### src/rtl/dac_sched_pkg.sv
// Shared definitions for the DAC write scheduler.
//   CMD_WRITE : command nibble placed in the top byte of every DAC write
//   state_e   : scheduler FSM encoding
package dac_sched_pkg;

    localparam logic [3:0] CMD_WRITE = 4'h3;

    typedef enum logic [1:0] {
        StIdle,
        StStart,
        StWait,
        StSettle
    } state_e;

endpackage

### src/rtl/dac_write_scheduler_if.sv
// I2C write command bus between the DAC write scheduler and the I2C master.
//   i2c_start : one-cycle launch pulse (scheduler -> master)
//   i2c_addr  : 7-bit device address, held until done/err
//   i2c_data  : command byte + 16-bit data word, held until done/err
//   i2c_busy  : master busy
//   i2c_done  : one-cycle pulse, write acknowledged
//   i2c_err   : one-cycle pulse, NACK or bus error
interface dac_write_scheduler_if;

    logic        i2c_start;
    logic [6:0]  i2c_addr;
    logic [23:0] i2c_data;
    logic        i2c_busy;
    logic        i2c_done;
    logic        i2c_err;

    modport master (
        output i2c_start, i2c_addr, i2c_data,
        input  i2c_busy, i2c_done, i2c_err
    );

    modport slave (
        input  i2c_start, i2c_addr, i2c_data,
        output i2c_busy, i2c_done, i2c_err
    );

endinterface

### src/rtl/rr_pick.sv
// Combinational round-robin first-set finder.
//   req   : request vector, one bit per channel
//   ptr   : channel index where the search starts (must be < NUM_CH)
//   idx   : first requesting channel at or after ptr, wrapping
//   valid : 1 when any request is set
module rr_pick #(
    parameter int unsigned NUM_CH = 4
) (
    input  logic [NUM_CH-1:0] req,
    input  logic [3:0]        ptr,
    output logic [3:0]        idx,
    output logic              valid
);

    logic [NUM_CH-1:0] rot;
    logic [NUM_CH-1:0] probe;

    always_comb begin
        // Rotate so that channel ptr lands on bit 0.
        rot   = NUM_CH'({req, req} >> ptr);
        idx   = '0;
        valid = 1'b0;
        probe = '0;
        for (int unsigned i = 0; i < NUM_CH; i++) begin
            probe = rot >> i;
            if (!valid && probe[0]) begin
                valid = 1'b1;
                idx   = 4'((32'(ptr) + i) % NUM_CH);
            end
        end
    end

endmodule

### src/rtl/dac_write_scheduler.sv
// Shares one I2C DAC write path between NUM_CH channels. Channels whose requested code differs
// from the last code written are granted round-robin; each grant issues one write, retried on
// error/timeout up to MAX_RETRY times, followed by a SETTLE_CYCLES holdoff.
//   clk_in, reset_in : clock, asynchronous active-high reset
//   ch_vol           : requested code per channel, channel k at [k*VOL_W +: VOL_W]
//   ch_enable        : channel participates when 1
//   hold             : blocks new grants; an in-flight write still completes
//   i2c              : write command bus to the I2C master
//   ch_ack           : one-cycle pulse on the channel whose write completed
//   settled          : idle with nothing pending
//   err_count        : saturating count of dropped writes
//   last_ch          : most recently granted channel
module dac_write_scheduler
    import dac_sched_pkg::*;
#(
    parameter int unsigned NUM_CH         = 4,
    parameter int unsigned VOL_W          = 12,
    parameter logic [6:0]  DAC_ADDR       = 7'h60,
    parameter int unsigned SETTLE_CYCLES  = 1000,
    parameter int unsigned TIMEOUT_CYCLES = 65535,
    parameter int unsigned MAX_RETRY      = 2
) (
    input  logic                      clk_in,
    input  logic                      reset_in,
    input  logic [NUM_CH*VOL_W-1:0]   ch_vol,
    input  logic [NUM_CH-1:0]         ch_enable,
    input  logic                      hold,
    dac_write_scheduler_if.master     i2c,
    output logic [NUM_CH-1:0]         ch_ack,
    output logic                      settled,
    output logic [7:0]                err_count,
    output logic [3:0]                last_ch
);

    localparam int unsigned VEC_W   = NUM_CH * VOL_W;
    localparam int unsigned TMR_MAX = (SETTLE_CYCLES > TIMEOUT_CYCLES) ? SETTLE_CYCLES
                                                                       : TIMEOUT_CYCLES;
    localparam int unsigned TMR_W   = $clog2(TMR_MAX + 1);
    localparam int unsigned RETRY_W = $clog2(MAX_RETRY + 2);
    localparam logic [VEC_W-1:0] LANE = VEC_W'({VOL_W{1'b1}});

    state_e              state_q, state_d;
    logic [TMR_W-1:0]    timer_q, timer_d;
    logic [RETRY_W-1:0]  retry_q, retry_d;
    logic [3:0]          rr_ptr_q, rr_ptr_d;
    logic [3:0]          gnt_q, gnt_d;
    logic [VOL_W-1:0]    snap_q, snap_d;
    logic [23:0]         data_q, data_d;
    logic [VEC_W-1:0]    written_q, written_d;
    logic [NUM_CH-1:0]   ch_ack_q, ch_ack_d;
    logic [7:0]          err_q, err_d;
    logic [3:0]          last_q, last_d;
    logic                eval_q;

    logic [NUM_CH-1:0]   pending;
    logic [3:0]          pick_idx;
    logic                pick_valid;
    logic [VOL_W-1:0]    pick_vol;
    logic [15:0]         pick_word;
    logic [3:0]          ptr_next;
    logic [VEC_W-1:0]    lane_sh;

    for (genvar k = 0; k < NUM_CH; k++) begin : g_pending
        assign pending[k] = ch_enable[k] &&
                            (ch_vol[k*VOL_W +: VOL_W] != written_q[k*VOL_W +: VOL_W]);
    end

    rr_pick #(
        .NUM_CH (NUM_CH)
    ) u_rr_pick (
        .req   (pending),
        .ptr   (rr_ptr_q),
        .idx   (pick_idx),
        .valid (pick_valid)
    );

    assign pick_vol  = VOL_W'(ch_vol >> (32'(pick_idx) * VOL_W));
    // Code is left-justified in the 16-bit data word.
    assign pick_word = 16'(pick_vol) << (16 - VOL_W);
    assign ptr_next  = (gnt_q == 4'(NUM_CH - 1)) ? 4'd0 : gnt_q + 4'd1;
    assign lane_sh   = 32'(gnt_q) * VOL_W;

    always_comb begin
        state_d   = state_q;
        timer_d   = timer_q;
        retry_d   = retry_q;
        rr_ptr_d  = rr_ptr_q;
        gnt_d     = gnt_q;
        snap_d    = snap_q;
        data_d    = data_q;
        written_d = written_q;
        ch_ack_d  = '0;
        err_d     = err_q;
        last_d    = last_q;
        unique case (state_q)
            StIdle: begin
                if (!hold && !i2c.i2c_busy && pick_valid) begin
                    gnt_d   = pick_idx;
                    snap_d  = pick_vol;
                    data_d  = {CMD_WRITE, pick_idx, pick_word};
                    state_d = StStart;
                end
            end
            StStart: begin
                last_d  = gnt_q;
                timer_d = '0;
                state_d = StWait;
            end
            StWait: begin
                timer_d = timer_q + 1'b1;
                // Error takes priority over a simultaneous done.
                if (i2c.i2c_err || timer_q == TMR_W'(TIMEOUT_CYCLES - 1)) begin
                    if (retry_q < RETRY_W'(MAX_RETRY)) begin
                        retry_d = retry_q + 1'b1;
                        state_d = StStart;
                    end else begin
                        if (err_q != 8'hFF) begin
                            err_d = err_q + 8'd1;
                        end
                        retry_d  = '0;
                        rr_ptr_d = ptr_next;
                        timer_d  = '0;
                        state_d  = StSettle;
                    end
                end else if (i2c.i2c_done) begin
                    written_d = (written_q & ~(LANE << lane_sh)) | (VEC_W'(snap_q) << lane_sh);
                    ch_ack_d  = NUM_CH'(1) << gnt_q;
                    retry_d   = '0;
                    rr_ptr_d  = ptr_next;
                    timer_d   = '0;
                    state_d   = StSettle;
                end
            end
            StSettle: begin
                if (timer_q == TMR_W'(SETTLE_CYCLES - 1)) begin
                    state_d = StIdle;
                end else begin
                    timer_d = timer_q + 1'b1;
                end
            end
            default: state_d = StIdle;
        endcase
    end

    always_ff @(posedge clk_in or posedge reset_in) begin
        if (reset_in) begin
            state_q   <= StIdle;
            timer_q   <= '0;
            retry_q   <= '0;
            rr_ptr_q  <= '0;
            gnt_q     <= '0;
            snap_q    <= '0;
            data_q    <= '0;
            written_q <= '0;
            ch_ack_q  <= '0;
            err_q     <= '0;
            last_q    <= '0;
            eval_q    <= 1'b0;
        end else begin
            state_q   <= state_d;
            timer_q   <= timer_d;
            retry_q   <= retry_d;
            rr_ptr_q  <= rr_ptr_d;
            gnt_q     <= gnt_d;
            snap_q    <= snap_d;
            data_q    <= data_d;
            written_q <= written_d;
            ch_ack_q  <= ch_ack_d;
            err_q     <= err_d;
            last_q    <= last_d;
            eval_q    <= 1'b1;
        end
    end

    assign i2c.i2c_start = (state_q == StStart);
    assign i2c.i2c_addr  = DAC_ADDR;
    assign i2c.i2c_data  = data_q;
    assign ch_ack        = ch_ack_q;
    // Held low until the first clock after reset has evaluated pending.
    assign settled       = eval_q && (state_q == StIdle) && !(|pending);
    assign err_count     = err_q;
    assign last_ch       = last_q;

endmodule

### src/flat_wrapper.sv
// flat-port wrapper written by rule: the top's interface ports become plain ports
module dac_write_scheduler_flat import dac_sched_pkg::*;
#(
    parameter int unsigned NUM_CH         = 4,
    parameter int unsigned VOL_W          = 12,
    parameter logic [6:0]  DAC_ADDR       = 7'h60,
    parameter int unsigned SETTLE_CYCLES  = 1000,
    parameter int unsigned TIMEOUT_CYCLES = 65535,
    parameter int unsigned MAX_RETRY      = 2
)
  (clk_in, reset_in, ch_vol, ch_enable, hold, ch_ack, settled, err_count, last_ch, i2c_i2c_start, i2c_i2c_addr, i2c_i2c_data, i2c_i2c_busy, i2c_i2c_done, i2c_i2c_err);
  dac_write_scheduler_if i2c_i ();
  input  logic clk_in;
  input  logic reset_in;
  input  logic [NUM_CH*VOL_W-1:0] ch_vol;
  input  logic [NUM_CH-1:0] ch_enable;
  input  logic hold;
  output logic [NUM_CH-1:0] ch_ack;
  output logic settled;
  output logic [7:0] err_count;
  output logic [3:0] last_ch;
  output wire logic [$bits(i2c_i.i2c_start)-1:0] i2c_i2c_start;
  output wire logic [$bits(i2c_i.i2c_addr)-1:0] i2c_i2c_addr;
  output wire logic [$bits(i2c_i.i2c_data)-1:0] i2c_i2c_data;
  input wire logic [$bits(i2c_i.i2c_busy)-1:0] i2c_i2c_busy;
  input wire logic [$bits(i2c_i.i2c_done)-1:0] i2c_i2c_done;
  input wire logic [$bits(i2c_i.i2c_err)-1:0] i2c_i2c_err;
  assign i2c_i2c_start = i2c_i.i2c_start;
  assign i2c_i2c_addr = i2c_i.i2c_addr;
  assign i2c_i2c_data = i2c_i.i2c_data;
  assign i2c_i.i2c_busy = i2c_i2c_busy;
  assign i2c_i.i2c_done = i2c_i2c_done;
  assign i2c_i.i2c_err = i2c_i2c_err;
  dac_write_scheduler #(.NUM_CH(NUM_CH), .VOL_W(VOL_W), .DAC_ADDR(DAC_ADDR), .SETTLE_CYCLES(SETTLE_CYCLES), .TIMEOUT_CYCLES(TIMEOUT_CYCLES), .MAX_RETRY(MAX_RETRY)) u_core (.clk_in(clk_in), .reset_in(reset_in), .ch_vol(ch_vol), .ch_enable(ch_enable), .hold(hold), .i2c(i2c_i), .ch_ack(ch_ack), .settled(settled), .err_count(err_count), .last_ch(last_ch));
endmodule
### config.mk
export PLATFORM = sky130hd
export DESIGN_NAME = dac_write_scheduler_flat
export DESIGN_NICKNAME = d
export VERILOG_FILES = /design/src/rtl/dac_sched_pkg.sv /design/src/rtl/dac_write_scheduler_if.sv /design/src/rtl/rr_pick.sv /design/src/rtl/dac_write_scheduler.sv /design/src/flat_wrapper.sv
export SDC_FILE = /design/constraint.sdc
export NUM_CORES = 1
export LEC_CHECK = 0
export CAP_MARGIN = 15
export CORE_ASPECT_RATIO = 1.2
export CORE_MARGIN = 3
export CORE_UTILIZATION = 53
export DETAILED_ROUTE_END_ITERATION = 8
export GPL_TIMING_DRIVEN = 0
export HOLD_SLACK_MARGIN = 0.02
export PLACE_DENSITY = 0.81
export REMOVE_ABC_BUFFERS = 1
export SLEW_MARGIN = 40
export SYNTH_ARGS = -nofsm -noshare
export SYNTH_HDL_FRONTEND = slang
export SYNTH_SLANG_ARGS = --single-unit
### constraint.sdc
create_clock -name clk_in -period 3.6 [get_ports clk_in]
set_input_delay 0.72 -clock clk_in [delete_from_list [all_inputs] [get_ports clk_in]]
set_output_delay 0.72 -clock clk_in [all_outputs]
set_load 0.03 [all_outputs]
==> run_results.csv, run 1 <==
group,metric,value,unit
global_routing,grt_pass1_vias,4689,
sta,fin_crit,3530,ps
drt,vias,4656,
power_and_ir_drop,power.density,764,nW/um^2
die,placementRows,41,
clocking,clock_latency,350,ps
run_status,outcome,"complete, no violations",
logic_synthesis,synth_edf_count,0,
clocking,cts_tree,"done",
sta,fin_crit_sh,0.981,
placed_design,port_buffers,89,
die,coreArea,10700,sq um
drt,wl_per_cell,19.9,um
worst_setup_path,crit_fanout,7,
logic_synthesis,yosys_warnings,0,
flow_run,maxCapViolCount,0,
sta,slew_headroom,0.448,
drt,finalWirelength,15800,um
sta,fin_setup_tns,0,ps
worst_setup_path,critical_path_required,3810,ps
die,dieArea,12300,sq um
logic_synthesis,synth_top_cell_area_share,0.428,
final_layout,multi_input_area,3150,sq um
clocking,cts_setup_buffers,0,
placed_design,dpl_cell_area,6780,sq um
hold_path,hold_path_class,"reg -> reg",
final_layout,nets,732,
worst_setup_path,crit_arrival,3740,ps
drt,avgViaCountPerCell,5.87,
sta,finalSetupViolations,0,
sta,finClkSkew,9.06,ps
global_routing,track_usage,0.263,
logic_synthesis,synthArstFlopShare,1.00,
clocking,postCtsHoldBufs,0,
sta,final-hold-violation-count,0,
drt,antenna_left,0,
logic_synthesis,yosys.area.top_type,"dfrtp_1",
logic_synthesis,synth_area_leaders,"dfrtp_1, xnor2_1, mux2i_1",
logic_synthesis,synth_sequential_area_ratio,0.428,
clocking,clock_path_buffers,2,
die,io_pins,107,
final_layout,syn2layout_area_growth,22.6,%
clocking,cts_buffers,9,
worst_setup_path,worstSetupStartpointType,"input port",
power_and_ir_drop,ir_drop,0.348,mV
drt,drtIter0Drc,280,
logic_synthesis,ys_ff_latch,100,
clocking,clkSinkCount,100,
logic_synthesis,synthFlopType,"dfrtp_1",
final_layout,regArea,2500,sq um
power_and_ir_drop,power_leakage,0.00301,uW
die,start_util,0.548,
sta,slew_viol_final,0,
die,die_h,121,um
sta,tightest_slew,825,ps
logic_synthesis,syn_area,5850,sq um
global_routing,grt_overflow_total,0,
drt,drc,0,
clocking,cts-root-buf,"clkbuf_16",
global_routing,grt_max_degree,68,
logic_synthesis,synthCells,581,
final_layout,drive_gt1_frac,0.0994,
clocking,clk_pin_slew,70,ps
worst_setup_path,critPathCaptureType,"flop",
clocking,htreeDepth,3,
placed_design,post-dp-hpwl,12000,um
drt,drt-pass1-iter-count,5,
placed_design,gp_congestion,0.964,
final_layout,fin_area,7170,sq um
worst_setup_path,criticalPathCategory,"in -> reg",
final_layout,n_antenna_cell,0,
logic_synthesis,syn-mean-instance-area,10.1,sq um
global_routing,grt_pass1_wl,24800,um
global_routing,antenna_found_initial,0,
final_layout,fillers,851,
die,die_w,102,um
logic_synthesis,synth_cell_types,57,
sta,max_freq,283,MHz
[registers in the layout, indices dropped and copies added, names as in the netlist]
signal,count
u_core.err_count,8
u_core.last_ch,2
u_core.eval_q,1
u_core.state_q,2
u_core.ch_ack,4
u_core.timer_q,16
u_core.written_q,48
u_core.rr_ptr_q,2
u_core.gnt_q,1
u_core.retry_q,2
u_core.snap_q,11
u_core.i2c.i2c_data,3
[where the power goes]
part / switching (uW) / internal (uW)
clock: 433 / 681
sequential: 416 / 1450
combinational: 1450 / 1060
[worst paths after layout]
| check | startpoint | to | slack, ps | depth (start not counted) |
|---|---|---|---|---|
| setup reg to reg | u_core.gnt_q[0] | u_core.written_q[32] | 430 | 7 |
| min in group asynchronous | reset_in | u_core.err_count[3] | 720 | 2 |
| setup / recovery | ch_vol[28] | u_core.snap_q[7] | 70 | 12 |
| hold / removal | u_core.written_q[43] | u_core.written_q[43] | 490 | 2 |
| hold reg to reg | u_core.written_q[43] | u_core.written_q[43] | 490 | 2 |
| max in group asynchronous | reset_in | u_core.written_q[20] | 2280 | 3 |
[worst max-delay path, stage by stage]
cell	delay (ps)
clkdlybuf4s50_1	470
xnor2_1	240
nand4_1	270
o31ai_4	350
o2bb2ai_1	170
a211oi_4	360
buf_4	250
buf_6	160
buf_6	150
buf_6	160
mux2i_2	300
o221ai_2	130
[layer usage]
layer | up-vias | global-route usage | share of wire
met5 | - | 0 | 0
met4 | 0 | 0.109 | 0.033
met3 | 40 | 0.0426 | 0.066
met2 | 198 | 0.460 | 0.51
met1 | 2256 | 0.319 | 0.39
li1 | 2162 | - | -
[kinds of logic (layout without fill, tap and decap cells)]
family / after synthesis / after routing / share of synthesized area
muxes: 40 / 40 / 0.0706
other: 2 / 18 / 0.00128
xor gates and xnor gates: 69 / 69 / 0.105
AOI/OAI and AO/OA: 110 / 110 / 0.155
adders and majority gates: 15 / 15 / 0.0321
DFF: 100 / 100 / 0.428
and+or+nand+nor: 189 / 189 / 0.156
buffers and inverters: 56 / 123 / 0.0530
[layout make-up]
cell class,count,area share
sequential,100,0.349
clock buffer,10,0.0319
multi-input combinational,441,0.440
clock inverter,6,0.0155
inverter,13,0.00785
timing repair buffer,94,0.133
tap,129,0.0225
[Yosys cell counts (3+ instances only)]
| library cell | n |
|---|---|
| and3_1 | 3 |
| o221ai_2 | 9 |
| and2_1 | 4 |
| a22o_1 | 16 |
| mux2_2 | 10 |
| buf_4 | 19 |
| xnor2_1 | 59 |
| a21oi_1 | 8 |
| a31oi_1 | 6 |
| o31ai_1 | 4 |
| inv_1 | 13 |
| o21ai_0 | 27 |
| xor2_1 | 9 |
| ha_1 | 15 |
| a22oi_1 | 14 |
| a32o_1 | 5 |
| nand2_1 | 79 |
| clkbuf_1 | 12 |
| nand3_1 | 8 |
| nand4_1 | 15 |
| nor2b_1 | 8 |
| mux2i_1 | 30 |
| dfrtp_1 | 100 |
| nand2b_1 | 6 |
| nor2_1 | 42 |
| o221ai_1 | 3 |
| buf_2 | 8 |
| a222oi_1 | 3 |
| nor3_1 | 3 |
| nand3b_1 | 6 |
| and2_0 | 3 |
[timing repair]
item,in CTS,in global routing
setup endpoints to repair,13,4
endpoints found under the hold margin,0,0
resized for setup,7,6
[stage by stage]
step	power (uW)	hold WS, ps	instances	setup slack [ps]	util
2_1_floorplan	3430	457	554	261	-
3_3_place_gp	4180	472	772	-1170	0.628
3_5_place_dp	4310	478	777	-659	0.635
4_1_cts	5440	493	793	3.02	0.670
5_1_grt	5760	518	793	-9.82	0.672
6_report	5480	490	793	66.9	0.672
[cells in the final DEF (no fill, tap or decap), types with 15 or more instances in the layout]
cell type        instances
mux2i_1                 28
nor2_1                  42
clkdlybuf4s50_1         88
conb_1                  18
ha_1                    15
nand4_1                 15
a22o_1                  16
dfrtp_1                 99
nand2_1                 79
xnor2_1                 57
o21ai_0                 27
(Power assumes the default switching activity.)
==> run 2: changes to the inputs <==
--- a/config.mk
+++ b/config.mk
@@ -7,7 +7,7 @@
 export LEC_CHECK = 0
 export CAP_MARGIN = 15
 export CORE_ASPECT_RATIO = 1.2
-export CORE_MARGIN = 3
+export CORE_MARGIN = 2
 export CORE_UTILIZATION = 53
 export DETAILED_ROUTE_END_ITERATION = 8
 export GPL_TIMING_DRIVEN = 0
==> run 2 against run 1 <==
Against the previous run: clock power down 10%; global-route usage up 0.17 points; clock-buffer cell count is 2 higher; largest cell class unchanged; clock skew is essentially flat; utilization decreased by 1.8 points; via count is 1.1% higher; combinational power is essentially flat; non-clock buffer count stayed put; design area decreased by 0.77%; critical path depth decreased by 4.
==> run_results.csv, run 2 (synthesis gave the netlist of run 1 again) <==
group,metric,value,unit
sta,max_freq,287,MHz
sta,tightest_slew,745,ps
sta,slew_viol_final,0,
drt,wl_per_cell,19.4,um
die,coreArea,10900,sq um
drt,drtIter0Drc,368,
sta,fin_crit,3490,ps
clocking,clkSinkCount,100,
die,dieArea,11900,sq um
worst_setup_path,crit_arrival,2770,ps
worst_setup_path,critical_path_required,2880,ps
drt,met2_length,7890,um
global_routing,track_usage,0.265,
sta,finalSetupViolations,0,
run_status,outcome,"complete, no violations",
placed_design,gp_congestion,0.888,
power_and_ir_drop,power_leakage,0.00299,uW
drt,wl_met3,914,um
worst_setup_path,worstSetupStartpointType,"input port",
final_layout,largestRegisters,"u_core.written_q (48), u_core.timer_q (16), u_core.snap_q (11)",
clocking,clock_path_buffers,2,
clocking,clk_pin_slew,70,ps
die,die_w,99.9,um
sta,slew_headroom,0.502,
placed_design,post-dp-hpwl,11700,um
global_routing,grt_pass1_wl,24300,um
sta,final-hold-violation-count,0,
drt,wirelength_met1,6090,um
drt,avgViaCountPerCell,5.91,
final_layout,nets,732,
sta,grt_setup_unrepaired,"no",
die,start_util,0.538,
placed_design,dpl_cell_area,6770,sq um
worst_setup_path,crit_fanout,3,
power_and_ir_drop,ir_drop,0.400,mV
worst_setup_path,max_stage_delay,450,ps
worst_setup_path,crit_chain,"clkdlybuf4s50_1 > xnor2_1 > nand4_1 > buf_4 > o31ai_4 > nand4b_1 > nor2_1 > clkdlybuf4s15_2",
global_routing,grt_max_degree,52,
placed_design,place_ws,-697,ps
worst_setup_path,crit_buf_inv,3,
sta,finClkSkew,9.13,ps
clocking,cts-root-buf,"clkbuf_16",
placed_design,port_buffers,89,
final_layout,n_antenna_cell,0,
final_layout,syn2layout_area_growth,21.6,%
final_layout,largest_register_ffs,48,
clocking,cts_buffers,9,
worst_setup_path,criticalPathCategory,"in -> out",
worst_setup_path,crit_family,"buffers and inverters",
final_layout,layout.cells.most_common_list,"dfrtp_1, clkdlybuf4s50_1, nand2_1",
global_routing,grt_overflow_total,0,
sta,setup_ws,113,ps
drt,vias,4705,
global_routing,antenna_found_initial,0,
power_and_ir_drop,power.density,750,nW/um^2
worst_setup_path,critPathCaptureType,"output port",
flow_run,maxCapViolCount,0,
die,die_h,119,um
drt,finalWirelength,15500,um
final_layout,fillers,889,
hold_path,hold_path_class,"reg -> reg",
clocking,postCtsHoldBufs,0,
final_layout,final_common_cell,"dfrtp_1",
worst_setup_path,critPathSlowestCell,"clkdlybuf4s50_1",
clocking,clock_latency,350,ps
global_routing,grt_pass1_vias,4665,
die,placementRows,42,
final_layout,fin_area,7120,sq um
die,io_pins,107,
drt,drt-pass1-iter-count,6,
drt,antenna_left,0,
final_layout,regMostFlops,"u_core.written_q",
sta,fin_crit_sh,0.969,
final_layout,drive_gt1_frac,0.0934,
clocking,htreeDepth,3,
drt,top_layer_used,"met4",
clocking,cts_tree,"done",
drt,drc,0,
## run 2: changes by cell type in the layout (fill, tap and decap cells not counted), moves of 2 or more
cell       change
xnor2_2        -2
xnor2_1        +2
clkbuf_8       +2
mux2i_1        +2
mux2i_2        -2
bufinv_16      -2
## run 2: where the power goes
part           switching [uW]  internal, uW
Combinational            1440          1040
Sequential                415          1450
Clock                     420           575
Total                    2270          3070
## run 2: worst min-delay path: stages (launching register included)
cell and delay, ps:
dfrtp_1 360, nand2_1 60, nand2_1 50
## run 2: final timing paths
| kind | start | endpoint | slack (ps) | depth (start not counted) |
|---|---|---|---|---|
| worst max-delay path | ch_vol[22] | settled | 110 | 8 |
| min in group asynchronous | reset_in | u_core.written_q[37] | 780 | 2 |
| worst max register to register | u_core.gnt_q[0] | u_core.written_q[32] | 570 | 7 |
| max in group asynchronous | reset_in | u_core.written_q[45] | 2260 | 3 |
| worst min register to register | u_core.written_q[44] | u_core.written_q[44] | 500 | 2 |
| worst min-delay path | u_core.written_q[44] | u_core.written_q[44] | 500 | 2 |
## run 2: layout make-up
| class | instances | area, sq um | share of cell area |
|---|---|---|---|
| clock buffer | 12 | 256 | 0.0360 |
| clock inverter | 4 | 47.5 | 0.00668 |
| inverter | 13 | 56.3 | 0.00791 |
| multi-input combinational | 441 | 3130 | 0.440 |
| sequential | 100 | 2500 | 0.352 |
| tap | 132 | 165 | 0.0232 |
| timing repair buffer | 94 | 957 | 0.135 |
## run 2: layer usage
metal  vias up  global-route usage
met5         -                   0
met4         0               0.114
met3        36              0.0346
met2       200               0.469
met1      2292               0.321
li1       2177                   -
## run 2: repair_timing
item                                    in CTS  in global routing
setup buffers                                1                  0
cloned                                       0                  0
pin swaps                                    1                  1
resized for setup                            8                  0
endpoints found under the setup margin      13                  1
## run 2: through the flow
step | instances | hold slack [ps] | setup TNS, ps | util | total power [uW]
after floorplan | 554 | 457 | 0 | - | 3430
after global placement | 775 | 476 | -119610 | 0.616 | 4180
after detailed placement | 779 | 482 | -8950 | 0.622 | 4290
after CTS | 796 | 495 | 0 | 0.654 | 5300
after global routing | 796 | 511 | 0 | 0.654 | 5610
final | 796 | 495 | 0 | 0.654 | 5340
